File: src/rtl/lm_sm_sequencer.sv
// lm_sm_sequencer: multi-cycle LM/SM micro-op sequencer for iitb_risc.
// Ports: clk, reset (async active-low), start/instr/base_addr from decode,
//   stall_in from downstream; busy, hold_fetch, uop_* micro-op bundle, done.
module lm_sm_sequencer #(
    parameter logic [3:0] LM_OPCODE = 4'b0110,
    parameter logic [3:0] SM_OPCODE = 4'b0111,
    parameter int         ADDR_W    = 16
) (
    input  logic              clk,
    input  logic              reset,
    input  logic              start,
    input  logic [15:0]       instr,
    input  logic [ADDR_W-1:0] base_addr,
    input  logic              stall_in,
    output logic              busy,
    output logic              hold_fetch,
    output logic              uop_valid,
    output logic              uop_is_load,
    output logic [2:0]        uop_reg,
    output logic [ADDR_W-1:0] uop_addr,
    output logic              uop_last,
    output logic              done
);

    typedef enum logic {IDLE, SEQ} state_t;

    state_t            state;
    logic [7:0]        mask;
    logic [ADDR_W-1:0] base;
    logic [ADDR_W-1:0] offset;
    logic              is_ld;

    logic [3:0] op;
    logic       accept;
    logic       one_left;
    logic [2:0] low_idx;
    logic       unused_bits;

    assign op          = instr[15:12];
    assign unused_bits = ^instr[11:8];
    assign accept      = (state == IDLE) && start &&
                         (op == LM_OPCODE || op == SM_OPCODE);

    // Exactly one bit set: clearing the lowest set bit leaves zero.
    assign one_left = (mask != 8'd0) && ((mask & (mask - 8'd1)) == 8'd0);

    // Scan high to low so the lowest set bit wins.
    always_comb begin
        low_idx = 3'd0;
        for (int i = 7; i >= 0; i--) begin
            if (mask[i]) low_idx = 3'(i);
        end
    end

    always_ff @(posedge clk or negedge reset) begin
        if (!reset) begin
            state  <= IDLE;
            mask   <= 8'd0;
            base   <= '0;
            offset <= '0;
            is_ld  <= 1'b0;
            done   <= 1'b0;
        end else begin
            done <= 1'b0;
            unique case (state)
                IDLE: begin
                    if (accept) begin
                        if (instr[7:0] == 8'd0) begin
                            done <= 1'b1;
                        end else begin
                            mask   <= instr[7:0];
                            base   <= base_addr;
                            is_ld  <= (op == LM_OPCODE);
                            offset <= '0;
                            state  <= SEQ;
                        end
                    end
                end
                SEQ: begin
                    if (!stall_in) begin
                        mask   <= mask & (mask - 8'd1);
                        offset <= offset + ADDR_W'(1);
                        if (one_left) begin
                            state <= IDLE;
                            done  <= 1'b1;
                        end
                    end
                end
                default: state <= IDLE;
            endcase
        end
    end

    assign busy        = (state == SEQ);
    assign uop_valid   = busy;
    assign hold_fetch  = accept || busy;
    assign uop_is_load = busy && is_ld;
    assign uop_last    = busy && one_left;
    assign uop_reg     = busy ? low_idx : 3'd0;
    assign uop_addr    = busy ? (base + offset) : '0;

endmodule

File: config.mk
export PLATFORM = sky130hd
export DESIGN_NAME = lm_sm_sequencer
export DESIGN_NICKNAME = d
export VERILOG_FILES = /design/src/rtl/lm_sm_sequencer.sv
export SDC_FILE = /design/constraint.sdc
export NUM_CORES = 1
export LEC_CHECK = 0
export CORE_MARGIN = 8
export CORE_UTILIZATION = 52
export DETAILED_ROUTE_END_ITERATION = 8
export GPL_ROUTABILITY_DRIVEN = 1
export PLACE_DENSITY = 0.85
export SETUP_SLACK_MARGIN = 0.4
export SLEW_MARGIN = 20
export SYNTH_ARGS = -nofsm -noshare
export SYNTH_HDL_FRONTEND = slang
export SYNTH_SLANG_ARGS = --single-unit
File: constraint.sdc
create_clock -name clk -period 2.71 [get_ports clk]
set_clock_uncertainty 0.15 [all_clocks]
set_input_delay 0.4065 -clock clk [delete_from_list [all_inputs] [get_ports clk]]
set_output_delay 0.4065 -clock clk [all_outputs]
set_load 0.05 [all_outputs]
* Yosys cells after proc, flatten, opt, wreduce, memory -nomap -nowiden
Index checks and enable logic that the tools add are counted.
** Storage, ports and cells
- Flip-flop bits (word level) :: 43
- Output and inout bits :: 25
** Cells by class
- $add $sub $neg :: 3
- Equal/unequal tests :: 5
- Multiplexer cells :: 28
- Bitwise operators :: 3
- Reductions and logical operators :: 12
** Operators with widths (number)
- 16-bit two-way mux :: 4
- 16-bit case mux with 2 select lines :: 1
- 3-bit two-way mux :: 9
- 8-bit two-way mux :: 3
- 16-bit by 1-bit adder with 16-bit output (second input constant) :: 1
- 16-bit adder :: 1
- 8-bit zero test :: 2
- 8-bit case mux with 2 select lines :: 1
- 8-bit bitwise AND :: 1
- 4-bit by 3-bit equality test with 1-bit output (second input constant) :: 2
- 1-bit two-way mux :: 8
- 8-bit nonzero test :: 1
- 8-bit by 1-bit subtractor with 8-bit output (second input constant) :: 1
- 2-bit != test (second input constant) :: 3
- 3-bit AND reduction :: 2
- 1-bit logical AND :: 5
- 1-bit case mux with 2 select lines :: 2
- 1-bit logical OR :: 2
- 1-bit inverter :: 2

* Depth between registers and ports, before layout
- Depth after elaboration :: 9
- Mapped depth :: 7
- Mapped depth without buffers :: 7

* Worst setup path after synthesis
Ideal clock, no wire load.
- Path kind :: flip-flop to output port
- From :: register offset[7]
- To :: output port uop_addr[10]
- Arrival :: 2.830 ns
- Required time :: 2.154 ns
- Slack :: -0.677 ns
- Cell stages (with the launch flop) :: 5
- Path buffers :: 0
- Cell sequence :: dfrtp_1 -> ha_1 -> a21o_1 -> a21oi_1 -> o311ai_0
** Between the ends
- Word-level cells in the longest chain between the ends :: 2
** RTL lines
- start, declared :: RTL line 30 : logic [ADDR_W-1:0] offset;
- start signal, assigned :: RTL line 82 : offset <= offset + ADDR_W'(1);
- 16-bit adder :: RTL line 100 : assign uop_addr = busy ? (base + offset) : '0;
- 16-bit two-way mux :: RTL line 100
- end, declared :: RTL line 20 : output logic [ADDR_W-1:0] uop_addr,
No other way between the ends.

* Worst setup path in the final report
- From :: register offset[1]
- To :: output port uop_addr[13]
Same word-level chain as after synthesis.

==> results.json <==
{
  "outcome": "complete, but fails checks",
  "violations": "setup timing",
  "core_um2": 5510,
  "dpl_worst_slack_ns": -0.127,
  "min_period_over_period_pct": 115,
  "power.density_nw_per_um2": 1060,
  "synthCells": 325,
  "gp_congestion": 0.954,
  "avgSynthCellArea_um2": 9.10,
  "dp.final_hpwl_mm": 6.41,
  "p_int_mw": 2.68,
  "initial_core_util_pct": 53.7,
  "worst_path_max_delay_cell": "a211oi_2",
  "muxShareOfSynthArea_pct": 7.53,
  "die_x_um": 91.4,
  "worstPathCellList": "buf_6 > ha_4 > a21oi_4 > nand4b_1 > a211oi_2 > buf_4 > nor2_2 > o211ai_1 > clkbuf_16",
  "p_leak_nw": 2.00,
  "syn_area_um2": 2960,
  "worstPathArrival_ns": 2.56,
  "slowest_delay_ns": 0.44,
  "worstRegToRegCells": 7,
  "ys_ff_latch": 43,
  "grt_pass1_vias": 3170,
  "hp-class": "reg -> reg",
  "synth.yosys.warnings": 0,
  "synth-seq-area-share_pct": 36.4,
  "rsz0062_at_grt": "yes",
  "crit_fanout": 3,
  "p_switching_mw": 2.42,
  "path_clk_slew_ns": 0.08,
  "grt_first_pass_wirelength_mm": 15.4,
  "grt_start_max_net_pins": 39,
  "setup_tns_ns": -3.13,
  "synth-compound-area-share_pct": 19.5,
  "synth-edff-count": 0,
  "hold_viol": 0,
  "reg2reg_slack_ns": 0.34,
  "final_nets": 482,
  "hp-start": "base[13]$_DFFE_PN0P_",
  "path_class": "reg -> out",
  "max_freq_mhz": 321,
  "dpl_cell_area_um2": 4100,
  "routed_via_density": 6.84,
  "vias": 3425,
  "relSlewSlack_pct": 63.1,
  "critical_path.startpoint_type": "register",
  "io_buffers": 56,
  "yosysUniqueCellTypes": 54,
  "reg2reg_from": "busy$_DFF_PN0_",
  "ys.flop_type": "dfrtp_1",
  "synth_top_family_by_area": "compound AO/OA/AOI/OAI gates",
  "cts_buffers": 5,
  "cts.sinks": 43,
  "dieArea_um2": 8350,
  "switching_share_pct": 47.4,
  "cts.path.max_buffers": 2,
  "setup_viol": 12,
  "first_pass_iters": 8,
  "hold_path_depth": 1,
  "setup_slack_ns": -0.402,
  "synth_nets": 378,
  "grt.overflow.total": 0,
  "synth_simple_gate_area_share_pct": 18.0,
  "crit_family": "compound AO/OA/AOI/OAI gates",
  "required_ns": 2.15,
  "slew_viol_final": 0,
  "drive_above_1_share_pct": 42.4,
  "synth_xor_area_share_pct": 6.52,
  "die_height_um": 91.4,
  "areaGrowthSynthToFinish_pct": 62.1,
  "cts_root_buf": "clkbuf_8",
  "ir_drop_v": 0.000711,
  "grt_usage_pct": 22.1,
  "worst_pin_slew_ns": 0.549,
  "diodes": 0,
  "p_clk_share_pct": 8.2,
  "antenna_left": 0,
  "min_to": "base[13]$_DFFE_PN0P_",
  "p_comb_share_pct": 71.1,
  "power_frac_seq_pct": 20.7,
  "drcViolationCount": 0,
  "antenna_found_initial": 0,
  "row_count": 27,
  "clk_latency_ns": 0.31,
  "totalWireLength_mm": 12.1,
  "fin_crit_ns": 3.11,
  "setup.worst_path.end_class": "primary output",
  "max-cap-violations": 0,
  "fin_util_pct": 87.0,
  "pin_count": 61,
  "async_reset_ff_share_pct": 100,
  "r2r_end": "offset[6]$_DFFE_PN0P_",
  "postLayoutCellArea_um2": 4790,
  "yosys.area_share.adder_pct": 7.45,
  "fill_cells": 235,
  "first_iter_violations": 366,
  "path_buf_inv": 3,
  "cts_tree": "built",
  "routedWlPerCell_um": 24.2,
  "htree_levels": 2
}
-- worst max path at each step --
stage                               start            to  slack, ns  cells after the start
global placement    offset[0]$_DFFE_PN0P_  uop_addr[12]      -0.07                      9
floorplan           offset[1]$_DFFE_PN0P_  uop_addr[13]      -0.01                      6
detailed placement  offset[0]$_DFFE_PN0P_  uop_addr[14]      -0.13                      8
CTS                   base[0]$_DFFE_PN0P_   uop_addr[6]      -0.31                      9
finish              offset[1]$_DFFE_PN0P_  uop_addr[13]      -0.40                      9
global route        offset[1]$_DFFE_PN0P_  uop_addr[13]      -0.46                      9
-- state kept, by name, indices dropped and copies added (netlist names) --
| signal | cells |
|---|---|
| base | 16 |
| done | 1 |
| is_ld | 1 |
| offset | 16 |
| mask | 8 |
| busy | 1 |
-- cell usage in the layout (no fill, tap or decap), types with 11 or more instances in the layout --
master / Yosys / routed
buf_4: 1 / 49
dfrtp_1: 43 / 34
clkdlybuf4s50_1: 0 / 31
nand2_1: 27 / 27
nor2_1: 35 / 25
mux2_2: 18 / 18
buf_12: 0 / 16
xor2_1: 16 / 13
a21oi_1: 22 / 12
o21ai_0: 18 / 11
-- logic make-up after synthesis --
group / Yosys count
and+or+nand+nor: 108
buffers and inverters: 28
AOI/OAI and AO/OA: 87
muxes: 20
adders and majority gates: 17
xor gates and xnor gates: 22
DFF: 43
-- cell usage after synthesis (all sizes together) (7+ instances only) --
cell type	count	area share [%]
nor2	35	4.4
buf	8	2.0
dfrtp	43	36
clkbuf	10	1.4
nand2	27	3.4
xor2	16	4.7
a21oi	23	4.0
mux2	18	6.9
o21ai	19	3.2
a211oi	7	1.8
inv	10	1.3
ha	16	6.8
nor3	9	1.5
-- cell type report --
type	instances	area [um2]	share of cell area [%]
clock buffers	7	76.3	1.59
repair buffers	115	1220	25.5
flip-flops and latches	43	1090	22.7
multi-input cells	254	2270	47.4
well taps	72	90.1	1.88
inverters	10	41.3	0.861
-- worst reg2reg max path, stage by stage (launching register included) --
cell     delay [ns]
dfrtp_4        0.48
buf_4          0.21
buf_4          0.19
nor2b_1        0.29
and4_1         0.46
nand3_1        0.19
xor2_1         0.24
nor2_1         0.08
-- metal layers --
layer / vias to the layer above / track usage, % / share of wire, %
li1: 1386 / - / -
met1: 1630 / 26.6 / 36
met2: 308 / 38.0 / 49
met3: 101 / 4.20 / 9.2
met4: 0 / 8.05 / 6.2
met5: - / 0 / 0
-- power by group through the flow --
stage | registers, mW | clock network (mW) | logic (mW)
floorplan | 1.03 | 0 | 1.84
global placement | 1.05 | 0 | 2.66
detailed placement | 1.06 | 0 | 2.73
CTS | 1.04 | 0.404 | 3.12
global route | 1.08 | 0.431 | 3.78
finish | 1.06 | 0.416 | 3.63
-- metrics by stage --
step	power [mW]	cells	hold WS, ns
after floorplan	2.86	325	-0.0391
after global placement	3.71	461	0.249
after detailed placement	3.79	461	0.257
after CTS	4.57	483	0.367
after global routing	5.29	501	0.399
final	5.10	501	0.375
-- timing repair --
action	CTS	global route
setup endpoints to repair	19	21
setup buffers	14	18
resized for setup	49	40
hold endpoints to repair	21	0
hold buffers	1	0
pin swaps	23	29
gates cloned	0	0
Power figures use the tool's default switching activity.
